===== src/rtl/exe_fwd_hazard_ctrl_if.sv =====
// Operand-sourcing control bus between the ID stage and the EXE forwarding/hazard controller.
// The ID side (master) presents the decoded instruction and pipeline controls; the controller
// (slave) returns the stall request, the registered EXE mux selects and the stall counter.
interface exe_fwd_hazard_ctrl_if #(
    parameter int unsigned REG_W = 4,
    parameter int unsigned CNT_W = 16
) ();
    logic             freeze;
    logic             flush;
    logic             id_valid;
    logic [REG_W-1:0] id_src1;
    logic [REG_W-1:0] id_src2;
    logic             id_src1_en;
    logic             id_src2_en;
    logic [REG_W-1:0] id_dest;
    logic             id_wb_en;
    logic             id_mem_r_en;
    logic             hazard;
    logic [1:0]       sel_src1;
    logic [1:0]       sel_src2;
    logic [CNT_W-1:0] stall_cnt;

    modport master (
        output freeze, flush, id_valid, id_src1, id_src2, id_src1_en, id_src2_en,
               id_dest, id_wb_en, id_mem_r_en,
        input  hazard, sel_src1, sel_src2, stall_cnt
    );

    modport slave (
        input  freeze, flush, id_valid, id_src1, id_src2, id_src1_en, id_src2_en,
               id_dest, id_wb_en, id_mem_r_en,
        output hazard, sel_src1, sel_src2, stall_cnt
    );
endinterface


===== src/rtl/exe_fwd_hazard_ctrl.sv =====
// EXE-stage operand forwarding and hazard control.
// Shadows dest/wb/load of the instructions in EXE and MEM, computes the operand-mux selects
// one cycle early (while the consumer is in ID) and raises a stall on load-use, or on any RAW
// hazard when forwarding is disabled. Also counts stall cycles with saturation.
module exe_fwd_hazard_ctrl #(
    parameter int unsigned REG_W  = 4,
    parameter bit          FWD_EN = 1'b1,
    parameter int unsigned CNT_W  = 16
) (
    input logic                  clk,
    input logic                  rst,
    exe_fwd_hazard_ctrl_if.slave bus
);

    // Shadow pipeline slots. The MEM slot needs no load flag: a load in MEM is forwardable.
    logic [REG_W-1:0] exe_dest_q, mem_dest_q;
    logic             exe_wb_q, mem_wb_q;
    logic             exe_mem_r_q;

    logic [1:0]       sel_src1_q, sel_src1_d;
    logic [1:0]       sel_src2_q, sel_src2_d;
    logic [CNT_W-1:0] stall_cnt_q;

    logic m_exe1, m_exe2, m_mem1, m_mem2;
    logic raw_stall;
    logic hazard;
    logic take_bubble;

    // Source/producer matches of the ID instruction against the EXE and MEM slots
    always_comb begin
        m_exe1 = bus.id_valid & bus.id_src1_en & exe_wb_q & (exe_dest_q == bus.id_src1);
        m_exe2 = bus.id_valid & bus.id_src2_en & exe_wb_q & (exe_dest_q == bus.id_src2);
        m_mem1 = bus.id_valid & bus.id_src1_en & mem_wb_q & (mem_dest_q == bus.id_src1);
        m_mem2 = bus.id_valid & bus.id_src2_en & mem_wb_q & (mem_dest_q == bus.id_src2);
    end

    // Stall request; a squashed ID instruction never stalls
    always_comb begin
        if (FWD_EN) begin
            raw_stall = (m_exe1 | m_exe2) & exe_mem_r_q;
        end else begin
            raw_stall = m_exe1 | m_exe2 | m_mem1 | m_mem2;
        end
        hazard      = raw_stall & ~bus.flush;
        take_bubble = hazard | bus.flush | ~bus.id_valid;
    end

    // Next operand selects: the newer producer (EXE, moving to MEM) wins over MEM (moving to WB)
    always_comb begin
        sel_src1_d = 2'b00;
        sel_src2_d = 2'b00;
        if (FWD_EN && !take_bubble) begin
            if (m_exe1) begin
                sel_src1_d = 2'b01;
            end else if (m_mem1) begin
                sel_src1_d = 2'b10;
            end
            if (m_exe2) begin
                sel_src2_d = 2'b01;
            end else if (m_mem2) begin
                sel_src2_d = 2'b10;
            end
        end
    end

    // Shadow pipeline advance: EXE moves to MEM, ID (or a bubble) moves to EXE
    always_ff @(posedge clk or negedge rst) begin
        if (!rst) begin
            exe_dest_q  <= '0;
            exe_wb_q    <= 1'b0;
            exe_mem_r_q <= 1'b0;
            mem_dest_q  <= '0;
            mem_wb_q    <= 1'b0;
        end else if (!bus.freeze) begin
            mem_dest_q <= exe_dest_q;
            mem_wb_q   <= exe_wb_q;
            if (take_bubble) begin
                exe_dest_q  <= '0;
                exe_wb_q    <= 1'b0;
                exe_mem_r_q <= 1'b0;
            end else begin
                exe_dest_q  <= bus.id_dest;
                exe_wb_q    <= bus.id_wb_en;
                exe_mem_r_q <= bus.id_mem_r_en;
            end
        end
    end

    // Selects registered so they line up with the cycle the consumer sits in EXE
    always_ff @(posedge clk or negedge rst) begin
        if (!rst) begin
            sel_src1_q <= 2'b00;
            sel_src2_q <= 2'b00;
        end else if (!bus.freeze) begin
            sel_src1_q <= sel_src1_d;
            sel_src2_q <= sel_src2_d;
        end
    end

    // Saturating count of unfrozen stall cycles
    always_ff @(posedge clk or negedge rst) begin
        if (!rst) begin
            stall_cnt_q <= '0;
        end else if (!bus.freeze && hazard && (stall_cnt_q != {CNT_W{1'b1}})) begin
            stall_cnt_q <= stall_cnt_q + CNT_W'(1);
        end
    end

    assign bus.hazard    = hazard;
    assign bus.sel_src1  = sel_src1_q;
    assign bus.sel_src2  = sel_src2_q;
    assign bus.stall_cnt = stall_cnt_q;

endmodule


===== src/flat_wrapper.sv =====
// flat-port wrapper written by rule: the top's interface ports become plain ports
module exe_fwd_hazard_ctrl_flat 
#(
    parameter int unsigned REG_W  = 4,
    parameter bit          FWD_EN = 1'b1,
    parameter int unsigned CNT_W  = 16
)
  (clk, rst, bus_freeze, bus_flush, bus_id_valid, bus_id_src1, bus_id_src2, bus_id_src1_en, bus_id_src2_en, bus_id_dest, bus_id_wb_en, bus_id_mem_r_en, bus_hazard, bus_sel_src1, bus_sel_src2, bus_stall_cnt);
  exe_fwd_hazard_ctrl_if #(.REG_W(REG_W), .CNT_W(CNT_W)) bus_i ();
  input logic clk;
  input logic rst;
  input wire logic [$bits(bus_i.freeze)-1:0] bus_freeze;
  input wire logic [$bits(bus_i.flush)-1:0] bus_flush;
  input wire logic [$bits(bus_i.id_valid)-1:0] bus_id_valid;
  input wire logic [$bits(bus_i.id_src1)-1:0] bus_id_src1;
  input wire logic [$bits(bus_i.id_src2)-1:0] bus_id_src2;
  input wire logic [$bits(bus_i.id_src1_en)-1:0] bus_id_src1_en;
  input wire logic [$bits(bus_i.id_src2_en)-1:0] bus_id_src2_en;
  input wire logic [$bits(bus_i.id_dest)-1:0] bus_id_dest;
  input wire logic [$bits(bus_i.id_wb_en)-1:0] bus_id_wb_en;
  input wire logic [$bits(bus_i.id_mem_r_en)-1:0] bus_id_mem_r_en;
  output wire logic [$bits(bus_i.hazard)-1:0] bus_hazard;
  output wire logic [$bits(bus_i.sel_src1)-1:0] bus_sel_src1;
  output wire logic [$bits(bus_i.sel_src2)-1:0] bus_sel_src2;
  output wire logic [$bits(bus_i.stall_cnt)-1:0] bus_stall_cnt;
  assign bus_i.freeze = bus_freeze;
  assign bus_i.flush = bus_flush;
  assign bus_i.id_valid = bus_id_valid;
  assign bus_i.id_src1 = bus_id_src1;
  assign bus_i.id_src2 = bus_id_src2;
  assign bus_i.id_src1_en = bus_id_src1_en;
  assign bus_i.id_src2_en = bus_id_src2_en;
  assign bus_i.id_dest = bus_id_dest;
  assign bus_i.id_wb_en = bus_id_wb_en;
  assign bus_i.id_mem_r_en = bus_id_mem_r_en;
  assign bus_hazard = bus_i.hazard;
  assign bus_sel_src1 = bus_i.sel_src1;
  assign bus_sel_src2 = bus_i.sel_src2;
  assign bus_stall_cnt = bus_i.stall_cnt;
  exe_fwd_hazard_ctrl #(.REG_W(REG_W), .FWD_EN(FWD_EN), .CNT_W(CNT_W)) u_core (.clk(clk), .rst(rst), .bus(bus_i));
endmodule

===== config.mk =====
export PLATFORM = sky130hd
export DESIGN_NAME = exe_fwd_hazard_ctrl_flat
export DESIGN_NICKNAME = d
export VERILOG_FILES = /design/src/rtl/exe_fwd_hazard_ctrl_if.sv /design/src/rtl/exe_fwd_hazard_ctrl.sv /design/src/flat_wrapper.sv
export SDC_FILE = /design/constraint.sdc
export NUM_CORES = 1
export LEC_CHECK = 0
export ABC_AREA = 1
export CAP_MARGIN = 20
export CORE_MARGIN = 2
export CORE_UTILIZATION = 50
export CTS_CLUSTER_DIAMETER = 200
export DETAILED_ROUTE_END_ITERATION = 6
export PLACE_DENSITY = 0.76
export SYNTH_ARGS = -nofsm -noshare
export SYNTH_HDL_FRONTEND = slang
export SYNTH_SLANG_ARGS = --single-unit

===== constraint.sdc =====
create_clock -name clk -period 3.9 [get_ports clk]
set_input_delay 0.585 -clock clk [delete_from_list [all_inputs] [get_ports clk]]
set_output_delay 0.585 -clock clk [all_outputs]
set_load 0.01 [all_outputs]

### Word level (Yosys, flattened, before mapping)

Index checks and enable logic that the tools add are counted.

* bits in registers: 31
* output and inout port bits: 21
* word-level logic and storage cells: 43

* $add $sub $neg: 1
* equality and inequality tests: 5
* muxes and demuxes: 9
* bitwise operators: 17
* reduce and logical (&&, ||, !) cells: 3

Operator list (number)
* adder 16 x 1 -> 16 bit, second input constant: 1
* == test 4 bit: 4
* inequality test 16 bit, second input constant: 1
* bitwise AND 1 bit: 12
* two-way mux 2 bit: 6
* two-way mux 4 bit: 1
* OR 1 bit: 3
* logical AND 1 bit: 2
* two-way mux 1 bit: 2
* NOT 1 bit: 2
* zero test 1 bit: 1

### Longest topological paths before layout

* word-level depth: 9
* depth in mapped cells: 12
* depth with buffers taken out: 11

### Least setup slack after synthesis

Ideal clock, no wire load.

* path kind: input -> output
* start: in bus_id_src1[0]
* end: out bus_hazard
* data arrival time: 1222 ps
* required time: 3315 ps
* path slack: 2093 ps
* cell stages on the path: 8
* buffers on the path: 0
* cells stage by stage: inv_1 nand2_1 nand2_1 nor2_1 nand3_2 nand2_4 nand3_4 inv_1

* word-level cells in the longest chain between the ends: 5

Ends and longest elaborated chain
* start, declared: line flat_wrapper.sv:15 `input wire logic [$bits(bus_i.id_src1)-1:0] bus_id_src1;`
* == test 4 bit: line exe_fwd_hazard_ctrl.sv:31 `m_exe1 = bus.id_valid & bus.id_src1_en & exe_wb_q & (exe_dest_q == bus.id_src1);`
* bitwise AND 1 bit: line exe_fwd_hazard_ctrl.sv:31
* OR 1 bit: line exe_fwd_hazard_ctrl.sv:40 `raw_stall = (m_exe1 | m_exe2) & exe_mem_r_q;`
* bitwise AND 1 bit: line exe_fwd_hazard_ctrl.sv:40
* bitwise AND 1 bit: line exe_fwd_hazard_ctrl.sv:44 `hazard = raw_stall & ~bus.flush;`
* end, declared: line flat_wrapper.sv:22 `output wire logic [$bits(bus_i.hazard)-1:0] bus_hazard;`

Every way passes these cells.

### Worst setup path in the final report

Ends and elaborated chain as after synthesis.

==> flow_summary.ini <==
[worst_setup_path]
crit_path_max_incr_delay_ns = 0.53
critical_path_buf_inv_count = 4
start_kind = primary input
cp.required_ns = 3.31
critPathMaxFanout = 3
cp_top_family = buffers and inverters
endpoint_kind = output port
crit_type = primary input to output port
ff2ff_path_depth = 10
worst_path_max_delay_cell = clkdlybuf4s50_1
crit_cells = 10
cp_cell_sequence = clkdlybuf4s50_1 -> inv_1 -> nand2_1 -> nand2_1 -> nor2_1 -> nand3_2 -> nand2_4 -> nand3_4 -> inv_1 -> clkdlybuf4s50_1
cp_data_arrival_time_ns = 2.37

[route]
ant_nets = 0
drt_iter0_drc = 99
vias = 1804
wl_per_cell_um = 11.9
drc_errors = 0
via_per_inst = 5.05
wirelength_mm = 4.25
first_pass_iters = 4

[synth]
synth_largest_area_cell = dfrtp_1
syn_area_per_cell_um2 = 7.51
ys_warn_count = 0
synth_top_area_share_pct = 39.3
synth_cells = 263
seq_area_frac_synth_pct = 39.3
synthDistinctLibCells = 29
syn_nets = 285
synthesis.area_um2 = 1980
ys_seq_elements = 31
synthTopCellsByArea = dfrtp_1 (39%), nand2_1 (14%), inv_1 (8.5%)

[clocking]
cts_tree = built
clockBufferDepth = 2
cts_buffers = 5
path_clk_slew_ns = 0.07
ctsHoldBuffers = 0
insertion_delay_ns = 0.29
htreeDepth = 2
cts-root-buf = clkbuf_8
cts.sinks = 31
cts_post_setup_buffers_inserted = 0
cts_resized = 0

[sta]
fin_crit_ns = 2.96
min_period_over_period_pct = 75.8
grt_setup_unrepaired = false
timing.final.max_slew_violations = 0
tightest_slew_ns = 0.520
hold_viol = 0
fmax_mhz = 338
slew_headroom_pct = 65.3
setup_viol = 0
finalSetupTns_ns = 0
fin_skew_ns = 0.00964
whs_ns = 0.488

[floorplanning]
die_w_um = 66.9
coreArea_um2 = 3740
std_cell_rows = 22
dieArea_um2 = 4470
io_pins = 42
die_height_um = 66.9
start_util_pct = 52.8

[grt]
grt_max_degree = 32
grt_pass1_vias = 1666
gr-total-overflow = 0
antenna_found_initial = 0
grt_pass1_wl_mm = 7.18
gr-usage-all-layers_pct = 21.4

[power_and_ir_drop]
vdd_drop_max_mv = 0.207
power_uw = 696
p_per_area_nw_per_um2 = 276
power.leakage_uw = 0.00129

[final_layout]
area_growth_pct = 27.9
multi_input_area_um2 = 966
seqCellArea_um2 = 776
fin_util_pct = 67.5
final_nets = 330
diodes = 0
drive_above_1_share_pct = 10.0
final_cell_area_um2 = 2530
fillerInstances = 345

[status]
status = finished clean

[placement]
dp_hpwl_mm = 3.11
placed_area_um2 = 2420
port_buffers = 41
gp_congestion = 0.898

[job]
cap_viol_max_count = 0

[worst_hold_path]
hp-class = flip-flop to flip-flop
hold_path_depth = 2
Yosys cell counts:
| cell | n |
|---|---|
| nor3_4 | 1 |
| nor2_2 | 4 |
| o21bai_1 | 16 |
| nand3_2 | 5 |
| nand3b_1 | 1 |
| xor2_1 | 4 |
| inv_2 | 7 |
| buf_2 | 1 |
| nand4_4 | 1 |
| inv_1 | 45 |
| nor2_1 | 8 |
| o21ai_0 | 9 |
| nor2_8 | 1 |
| buf_8 | 1 |
| o22ai_1 | 5 |
| xnor2_1 | 6 |
| nand2_4 | 1 |
| a31oi_1 | 1 |
| nor3_1 | 5 |
| nor4_1 | 1 |
| dfrtp_1 | 31 |
| nand4_1 | 6 |
| ha_1 | 1 |
| nand3_4 | 1 |
| nand3_1 | 21 |
| nand2_1 | 76 |
| buf_6 | 1 |
| a21oi_1 | 1 |
| clkbuf_1 | 2 |
where the power goes:
| part | internal (µW) | leakage (µW) | switching, µW |
|---|---|---|---|
| sequential | 329 | 0.000344 | 8.19 |
| clock | 160 | 0.0000505 | 124 |
| combinational | 35.2 | 0.000896 | 39.0 |
| total | 524 | 0.00129 | 171 |
routing by layer:
layer / vias to the layer above / part of all wire, % / global-route usage (%)
li1: 922 / - / -
met3: 4 / 5.2 / 4.05
met1: 832 / 49 / 28.6
met4: 0 / 0.92 / 7.65
met2: 46 / 44 / 34.4
met5: - / 0 / 0
registers in the layout (all words and copies together) (netlist names):
name                  count
u_core.bus.sel_src1       2
u_core.exe_dest_q         4
u_core.mem_dest_q         4
u_core.mem_wb_q           1
u_core.bus.sel_src2       2
u_core.exe_mem_r_q        1
u_core.exe_wb_q           1
u_core.bus.stall_cnt     16
cells in the final DEF (no fill, tap or decap), drive strengths merged:
cell,count
nand2,77
inv,52
clkdlybuf4s50,41
dfrtp,31
nand3,27
o21bai,16
nor2,13
o21ai,9
clkbuf,7
nand4,7
xnor2,6
nor3,6
o22ai,5
xor2,4
buf,2
nand3b,1
a21oi,1
nor4,1
a31oi,1
ha,1
clkinvlp,1
worst min-delay path, stage by stage (launching register included):
cell and delay, ns:
dfrtp_1 0.35, nand2_1 0.05, o21ai_0 0.06
layout make-up:
class                           instances  area share [%]
Multi-Input combinational cell        175            38.2
Sequential cell                        31            30.7
Timing Repair Buffer                   43            16.8
Inverter                               52            7.73
Clock buffer                            7            3.81
Tap cell                               48            2.38
Clock inverter                          1           0.297
metrics by stage:
step,setup WS [ns],std cells
3_5_place_dp,0.949,349
3_3_place_gp,0.954,349
4_1_cts,0.932,357
2_1_floorplan,2.09,263
6_report,0.942,357
5_1_grt,0.847,357
cell families after synthesis:
family	after synthesis	share of synthesized area, %
xor+xnor	10	4.43
simple gates	132	33.3
fa+ha+maj	1	0.633
flops	31	39.3
compound gates	32	10.5
buf+inv	57	11.8
path summary, 6_finish.rpt:
path	startpoint	slack [ns]	endpoint
max	bus_id_src1[0]	0.94	bus_hazard
min	u_core.bus.sel_src2[1]	0.49	u_core.bus.sel_src2[1]
max reg2reg	u_core.bus.stall_cnt[0]	1.86	u_core.bus.stall_cnt[9]
min reg2reg	u_core.bus.sel_src2[1]	0.49	u_core.bus.sel_src2[1]
max in group asynchronous	rst	2.91	u_core.bus.stall_cnt[4]
min in group asynchronous	rst	0.70	u_core.bus.stall_cnt[15]
(Power assumes the default switching activity.)
